$ cat config.mk
export PLATFORM = sky130hd
export DESIGN_NAME = axi_crc_sequencer
export DESIGN_NICKNAME = d
export VERILOG_FILES = /design/src/rtl/axi_crc_sequencer.sv
export SDC_FILE = /design/constraint.sdc
export NUM_CORES = 1
export LEC_CHECK = 0
export ABC_AREA = 1
export ABC_CLOCK_PERIOD_IN_PS = 2600
export CAP_MARGIN = 20
export CORE_UTILIZATION = 50
export CTS_CLUSTER_DIAMETER = 200
export DETAILED_ROUTE_END_ITERATION = 10
export GPL_ROUTABILITY_DRIVEN = 0
export PLACE_DENSITY_LB_ADDON = 0.15
export SKIP_CTS_REPAIR_TIMING = 1
export SYNTH_ARGS = -nofsm -noshare
export SYNTH_HDL_FRONTEND = slang
export SYNTH_SLANG_ARGS = --single-unit
$ cat constraint.sdc
create_clock -name clk -period 2.6 [get_ports clk]
set_input_delay 0.52 -clock clk [delete_from_list [all_inputs] [get_ports clk]]
set_output_delay 0.52 -clock clk [all_outputs]
set_load 0.05 [all_outputs]
$ cat src/rtl/axi_crc_sequencer.sv
// axi_crc_sequencer: AXI master that writes a rotating seed pattern into the
// register slave, reads back its XOR-CRC location and compares it against a
// locally accumulated XOR. It reports pass, response errors and watchdog aborts.
module axi_crc_sequencer #(
    parameter int DATA_WIDTH     = 32,
    parameter int ADDR_WIDTH     = 32,
    parameter int REG_COUNT      = 8,
    parameter int TIMEOUT_CYCLES = 256
) (
    input  logic                  clk,
    input  logic                  areset,
    input  logic                  start_i,
    input  logic [DATA_WIDTH-1:0] seed_i,
    output logic                  busy_o,
    output logic                  done_o,
    output logic                  pass_o,
    output logic                  resp_err_o,
    output logic                  timeout_o,
    output logic [DATA_WIDTH-1:0] crc_o,
    output logic [3:0]            awid_o,
    output logic [3:0]            awlen_o,
    output logic [2:0]            awsize_o,
    output logic [1:0]            awburst_o,
    output logic [ADDR_WIDTH-1:0] awaddr_o,
    output logic                  awvalid_o,
    input  logic                  awready_i,
    output logic [3:0]            wid_o,
    output logic [DATA_WIDTH-1:0] wdata_o,
    output logic [3:0]            wstrb_o,
    output logic                  wlast_o,
    output logic                  wvalid_o,
    input  logic                  wready_i,
    input  logic [3:0]            bid_i,
    input  logic [1:0]            bresp_i,
    input  logic                  bvalid_i,
    output logic                  bready_o,
    output logic [3:0]            arid_o,
    output logic [ADDR_WIDTH-1:0] araddr_o,
    output logic                  arvalid_o,
    input  logic                  arready_i,
    input  logic [3:0]            rid_i,
    input  logic [DATA_WIDTH-1:0] rdata_i,
    input  logic                  rlast_i,
    input  logic                  rvalid_i,
    output logic                  rready_o
);

    localparam int IDX_W = 6;
    localparam int WD_W  = $clog2(TIMEOUT_CYCLES);
    localparam logic [ADDR_WIDTH-1:0] CRC_ADDR = ADDR_WIDTH'(REG_COUNT * 4);

    typedef enum logic [2:0] {IDLE, WRITE, WRESP, RADDR, RDATA, FINISH} state_t;

    state_t                state;
    logic [IDX_W-1:0]      idx;
    logic [IDX_W-1:0]      idx_next;
    logic [DATA_WIDTH-1:0] expected;
    logic [DATA_WIDTH-1:0] pat_rot;
    logic [WD_W-1:0]       wd;
    logic                  active;
    logic                  wd_expired;
    logic                  aw_pending;
    logic                  w_pending;
    logic                  unused_ok;

    // Single-beat, full-word, incrementing bursts with a single ID.
    assign awid_o    = 4'd0;
    assign wid_o     = 4'd0;
    assign arid_o    = 4'd0;
    assign awlen_o   = 4'd0;
    assign awsize_o  = 3'b010;
    assign awburst_o = 2'b01;
    assign wstrb_o   = 4'hF;
    assign wlast_o   = 1'b1;

    // IDs and rlast carry no information for single-beat single-ID traffic.
    assign unused_ok = ^{bid_i, rid_i, rlast_i};

    // wdata_o doubles as the rotate register: the next word is it rotated left by one.
    assign pat_rot    = {wdata_o[DATA_WIDTH-2:0], wdata_o[DATA_WIDTH-1]};
    assign idx_next   = idx + 1'b1;
    assign active     = (state == WRITE) || (state == WRESP) ||
                        (state == RADDR) || (state == RDATA);
    assign wd_expired = (wd == WD_W'(TIMEOUT_CYCLES - 1));
    // A channel still owes a handshake if its valid is up and not accepted this cycle.
    assign aw_pending = awvalid_o && !awready_i;
    assign w_pending  = wvalid_o && !wready_i;

    // Pass sequencer: all outputs registered; watchdog cleared on every state change.
    always_ff @(posedge clk or negedge areset) begin
        if (!areset) begin
            state      <= IDLE;
            idx        <= '0;
            expected   <= '0;
            wd         <= '0;
            busy_o     <= 1'b0;
            done_o     <= 1'b0;
            pass_o     <= 1'b0;
            resp_err_o <= 1'b0;
            timeout_o  <= 1'b0;
            crc_o      <= '0;
            awaddr_o   <= '0;
            wdata_o    <= '0;
            araddr_o   <= '0;
            awvalid_o  <= 1'b0;
            wvalid_o   <= 1'b0;
            bready_o   <= 1'b0;
            arvalid_o  <= 1'b0;
            rready_o   <= 1'b0;
        end else begin
            done_o <= 1'b0;
            if (active) wd <= wd + 1'b1;
            if (active && wd_expired) begin
                // Watchdog abort: drop every handshake signal and report.
                state     <= FINISH;
                wd        <= '0;
                done_o    <= 1'b1;
                timeout_o <= 1'b1;
                pass_o    <= 1'b0;
                awvalid_o <= 1'b0;
                wvalid_o  <= 1'b0;
                bready_o  <= 1'b0;
                arvalid_o <= 1'b0;
                rready_o  <= 1'b0;
            end else begin
                case (state)
                    IDLE: if (start_i) begin
                        state      <= WRITE;
                        wd         <= '0;
                        idx        <= '0;
                        expected   <= seed_i;
                        wdata_o    <= seed_i;
                        awaddr_o   <= '0;
                        awvalid_o  <= 1'b1;
                        wvalid_o   <= 1'b1;
                        busy_o     <= 1'b1;
                        pass_o     <= 1'b0;
                        resp_err_o <= 1'b0;
                        timeout_o  <= 1'b0;
                    end
                    WRITE: begin
                        if (awvalid_o && awready_i) awvalid_o <= 1'b0;
                        if (wvalid_o && wready_i) wvalid_o <= 1'b0;
                        if (!aw_pending && !w_pending) begin
                            state    <= WRESP;
                            wd       <= '0;
                            bready_o <= 1'b1;
                        end
                    end
                    WRESP: if (bready_o && bvalid_i) begin
                        bready_o <= 1'b0;
                        wd       <= '0;
                        if (bresp_i != 2'b00) resp_err_o <= 1'b1;
                        if (idx == IDX_W'(REG_COUNT - 1)) begin
                            state     <= RADDR;
                            araddr_o  <= CRC_ADDR;
                            arvalid_o <= 1'b1;
                        end else begin
                            state     <= WRITE;
                            idx       <= idx_next;
                            wdata_o   <= pat_rot;
                            expected  <= expected ^ pat_rot;
                            awaddr_o  <= ADDR_WIDTH'({idx_next, 2'b00});
                            awvalid_o <= 1'b1;
                            wvalid_o  <= 1'b1;
                        end
                    end
                    RADDR: if (arready_i) begin
                        state     <= RDATA;
                        wd        <= '0;
                        arvalid_o <= 1'b0;
                        rready_o  <= 1'b1;
                    end
                    RDATA: if (rvalid_i) begin
                        state    <= FINISH;
                        wd       <= '0;
                        rready_o <= 1'b0;
                        crc_o    <= rdata_i;
                        pass_o   <= (rdata_i == expected) && !resp_err_o;
                        done_o   <= 1'b1;
                    end
                    FINISH: begin
                        state  <= IDLE;
                        busy_o <= 1'b0;
                    end
                    default: state <= IDLE;
                endcase
            end
        end
    end

endmodule

# == Word-level counts from Yosys, hierarchy flattened ==
# Index checks and enable logic that the tools add are counted.
# totals
regBits,156
output_inout_bits,164
elab_cells,149
# classes
add_sub_neg,2
eq_ne,21
muxes,66
bitwise_logic,2
reduce_logical,40
# op_table
cell,count
$mux W32,8
$pmux W32 S2,3
$mux W8,7
$pmux W8 S5,1
$eq A32 B32 Y1,1
$xor A32 B32 Y32,1
$mux W1,27
$reduce_and A5 Y1,5
$mux W3,6
$mux W6,3
$ne A3 B1 Y1 const B,5
$pmux W3 S5,1
$reduce_and A3 Y1,5
$pmux W1 S2,6
$pmux W6 S2,1
$reduce_bool A3 Y1,4
$reduce_bool A2 Y1,5
$add A8 B1 Y8 const B,1
$eq A8 B8 Y1 const B,1
$logic_and A1 B1 Y1,8
$reduce_and A4 Y1,2
$add A6 B1 Y6 const B,1
$eq A3 B2 Y1 const B,2
$eq A3 B3 Y1 const B,2
14 further kinds,25

# == Depth between registers and ports, before layout ==
# logic_depth
word_depth,8
depth_mapped,10
ltp_nobuf,10

# == Least setup slack after synthesis ==
# No wires, ideal clock.
# synth_path
path_kind,reg-to-reg
start,reg awaddr_o[2] (netlist name)
end,reg awaddr_o[2]
setup_time_ns,0.123
arrival_time_ns,1.922
required_time_ns,2.477
slack_ns,0.555
stages_incl_launch_ff,9
n_path_buf,2
synth_period_minus_slack_ns,2.045
path_cell_list,dfrtp_1 > ha_1 > nand2_1 > nor4_1 > nand2_1 > nand3_2 > buf_6 > buf_2 > o21ai_1
# synth_rtl
element,line,text
to (signal assigned),163,"awaddr_o <= ADDR_WIDTH'({idx_next, 2'b00});"
to (decl),24,"output logic [ADDR_WIDTH-1:0] awaddr_o,"

# == Worst setup path in the final report ==
# layout_path
start,reg wdata_o[15]
end,out wdata_o[15]
# layout_rtl
element,line,text
from (decl),28,"output logic [DATA_WIDTH-1:0] wdata_o,"
from (signal assigned),132,wdata_o <= seed_i;
from (signal assigned),161,wdata_o <= pat_rot;
# No word-level cell between the ends.

==> reports/results.txt <==
via/cell ratio = 4.71
DIE AREA = 15100 um^2
critical path type = reg -> out
period utilization = 0.854
Synth Area in XOR/XNOR = 0.0504
Seq/Total Area, Yosys = 0.425
Req. time, crit path = 2.08 ns
antenna diode count = 0
Total GRT Usage = 0.242
Slowest cell on crit path = clkdlybuf4s50_1
Initial Util = 0.519
Slew Viols, Final = 0
Core Region = 14000 um^2
arrival time worst endpoint = 1.70 ns
largest family of logic cells by synthesized area = simple AND/OR/NAND/NOR gates
multi-input logic area = 3170 um^2
worst-path cell chain = clkdlybuf4s50_1
pin count of the biggest net entering global routing = 105
share of layout cells above drive strength 1 = 0.0443
FILL cells = 1251
Synth top area share = 0.425
CP Capture Type = output port
leading area contributor after synthesis = dfrtp_1
minimum clock period = 2.22 ns
grt total ovfl = 0
Highest Clock Rate = 450 MHz
CTS tree = yes
Lkg Pwr = 4.72 nW
design area = 9190 um^2
Die Ht = 123 um
worst slew pin tran = 0.641 ns
area growth from synthesis to layout = 26.0%
final total power = 11.7 mW
WL per Instance = 13.1 um
CTS H-tree depth = 4
IO Pins = 247
Rows = 43
mux cell area share after synthesis = 0.00137
Final HPWL DP = 12600 um
WL final = 17500 um
port bufs = 154
Synth area leaders = dfrtp_1, nand2_1, buf_4
Synth Instances = 991
Root Buffer = clkbuf_16
CTS buffer count = 17
crit path buf inv count = 1
number of global-route vias before repair = 5447
FF/Latch Area = 3100 um^2
post-route setup TNS = 0 ns
# Max-Cap Violations = 0
post-synthesis cell area = 7290 um^2
syn avg cell area = 7.36 um^2
Simple-Gate Fraction of Synth Area = 0.232
placed cell area = 8690 um^2
Final setup viols = 0
yosys warns = 0
max incr delay on CP = 0.86 ns
Vias = 6261
Netlist cell types = 33
Final Hold Vio Count = 0
Slew Limit Headroom = 0.573
Max VDD drop = 0.681 mV
Setup Skew = 0.00740 ns
Synth Area in Adders = 0.00343
Pwr Density = 1270 nW/um^2
DRT antenna net count = 0
post-synthesis compound-gate area fraction = 0.103
crit-path leading delay family = buffers and inverters
Hold Path Class = in -> async
outcome = finished, final reports clean
clock-pin slew on the worst setup and hold paths = 0.05 ns
worst-path fanout max = 4
later-pin clock latency in the skew report = 0.41 ns
fin nets = 1224
startpoint type of the worst setup path = flop
flops & latches, synth = 124
initial drt markers = 419
initial antenna violation count = 0
first-pass detailed-route iteration total = 5
CTS Sinks = 124
CTS max path bufs = 2
RSZ-0062 raised after global routing = no
number of remaining DRC errors = 0
global-route wire length before repair = 27500 um
Die Width = 123 um
-- placed cells by master, fill, tap and decap left out, drive strengths merged, types with 2 or more instances in the layout --
master         synthesis  layout
dfrtp                124     124
o21ai                136     136
conb                   2      83
nor2                  45      45
inv                  137     137
xor2                   4       4
ha                     2       2
xnor2                 38      38
clkinv                 0       2
or2                    6       6
nand2                324     324
clkdlybuf4s50          0     153
clkbuf                12      28
nand3                 32      32
buf                  105      12
nand4                  9       9
a21oi                  7       7
-- report_power, final --
part | switching, mW | internal [mW] | total, mW | leakage [nW]
Sequential | 0.893 | 2.71 | 3.60 | 1.56
Clock | 0.782 | 1.28 | 2.06 | 0.248
Combinational | 3.95 | 2.04 | 5.99 | 2.91
-- cell type report --
cell class	instances	area share
sequential	124	0.338
inverter	137	0.0559
clock inverter	2	0.00109
tap	180	0.0245
clock buffer	28	0.0540
multi-input combinational	694	0.345
timing repair buffer	165	0.182
-- final timing paths --
kind,from,endpoint,slack (ns),cells after the start
min,areset,done_o,0.09,1
max,wdata_o[15],wdata_o[15],0.38,1
max in group asynchronous,areset,state[1],1.80,2
max reg2reg,awaddr_o[3],expected[2],0.43,8
min in group clk,crc_o[4],crc_o[4],0.47,2
min reg2reg,crc_o[4],crc_o[4],0.47,2
-- kinds of logic (layout without fill, tap and decap cells) --
logic type,after synthesis,in the layout
compound gates,147,147
xor+xnor,42,42
fa+ha+maj,2,2
buf+inv,254,332
flops,124,124
mux,1,1
other cells,2,83
simple gates,419,419
-- synth_stat cells --
cell and instances:
nand2_1 321, nor2_1 43, nor4_1 1, inv_2 1
xor2_1 4, nand2_4 1, mux2i_1 1, o31ai_1 1
nand3_2 1, a21oi_1 7, nand3_1 31, inv_1 136
o211ai_1 1, nand4_1 8, o21ai_1 36, nor3_1 1
nand2_2 2, o21ai_0 98, nand3b_1 1, buf_6 2
o21ai_2 2, clkbuf_1 12, buf_2 9, dfrtp_1 124
conb_1 2, a21boi_0 1, nor2_2 2, or2_2 6
buf_4 94, a31oi_1 1, nand4_4 1, ha_1 2
xnor2_1 38
-- through the flow --
stage,cells,hold slack (ns),util,worst slack (ns)
global route,1330,0.126,0.655,0.227
CTS,1330,0.104,0.655,0.369
floorplan,1072,0.224,-,0.555
global placement,1300,0.454,0.619,0.438
detailed placement,1300,0.458,0.619,0.413
finish,1330,0.0916,0.655,0.379
-- sequential cells by signal, summed over array words and instances (netlist names) --
| register | flops |
|---|---|
| crc_o | 32 |
| expected | 32 |
| wdata_o | 32 |
| wd | 8 |
| awaddr_o | 6 |
| state | 3 |
| araddr_o | 1 |
| arvalid_o | 1 |
| awvalid_o | 1 |
| bready_o | 1 |
| busy_o | 1 |
| done_o | 1 |
| pass_o | 1 |
| resp_err_o | 1 |
| rready_o | 1 |
| timeout_o | 1 |
| wvalid_o | 1 |
-- routing by layer --
layer  track usage  wire length [um]  vias to the layer above  part of all wire
met5             0                 0                        -                 0
met4        0.0709               149                        0            0.0085
met3        0.0507              1190                       10             0.068
met2         0.358              7760                      221              0.44
met1         0.355              8350                     2853              0.48
li1              -                 -                     3177                 -
Note: power is estimated with default switching activity, not from simulation.
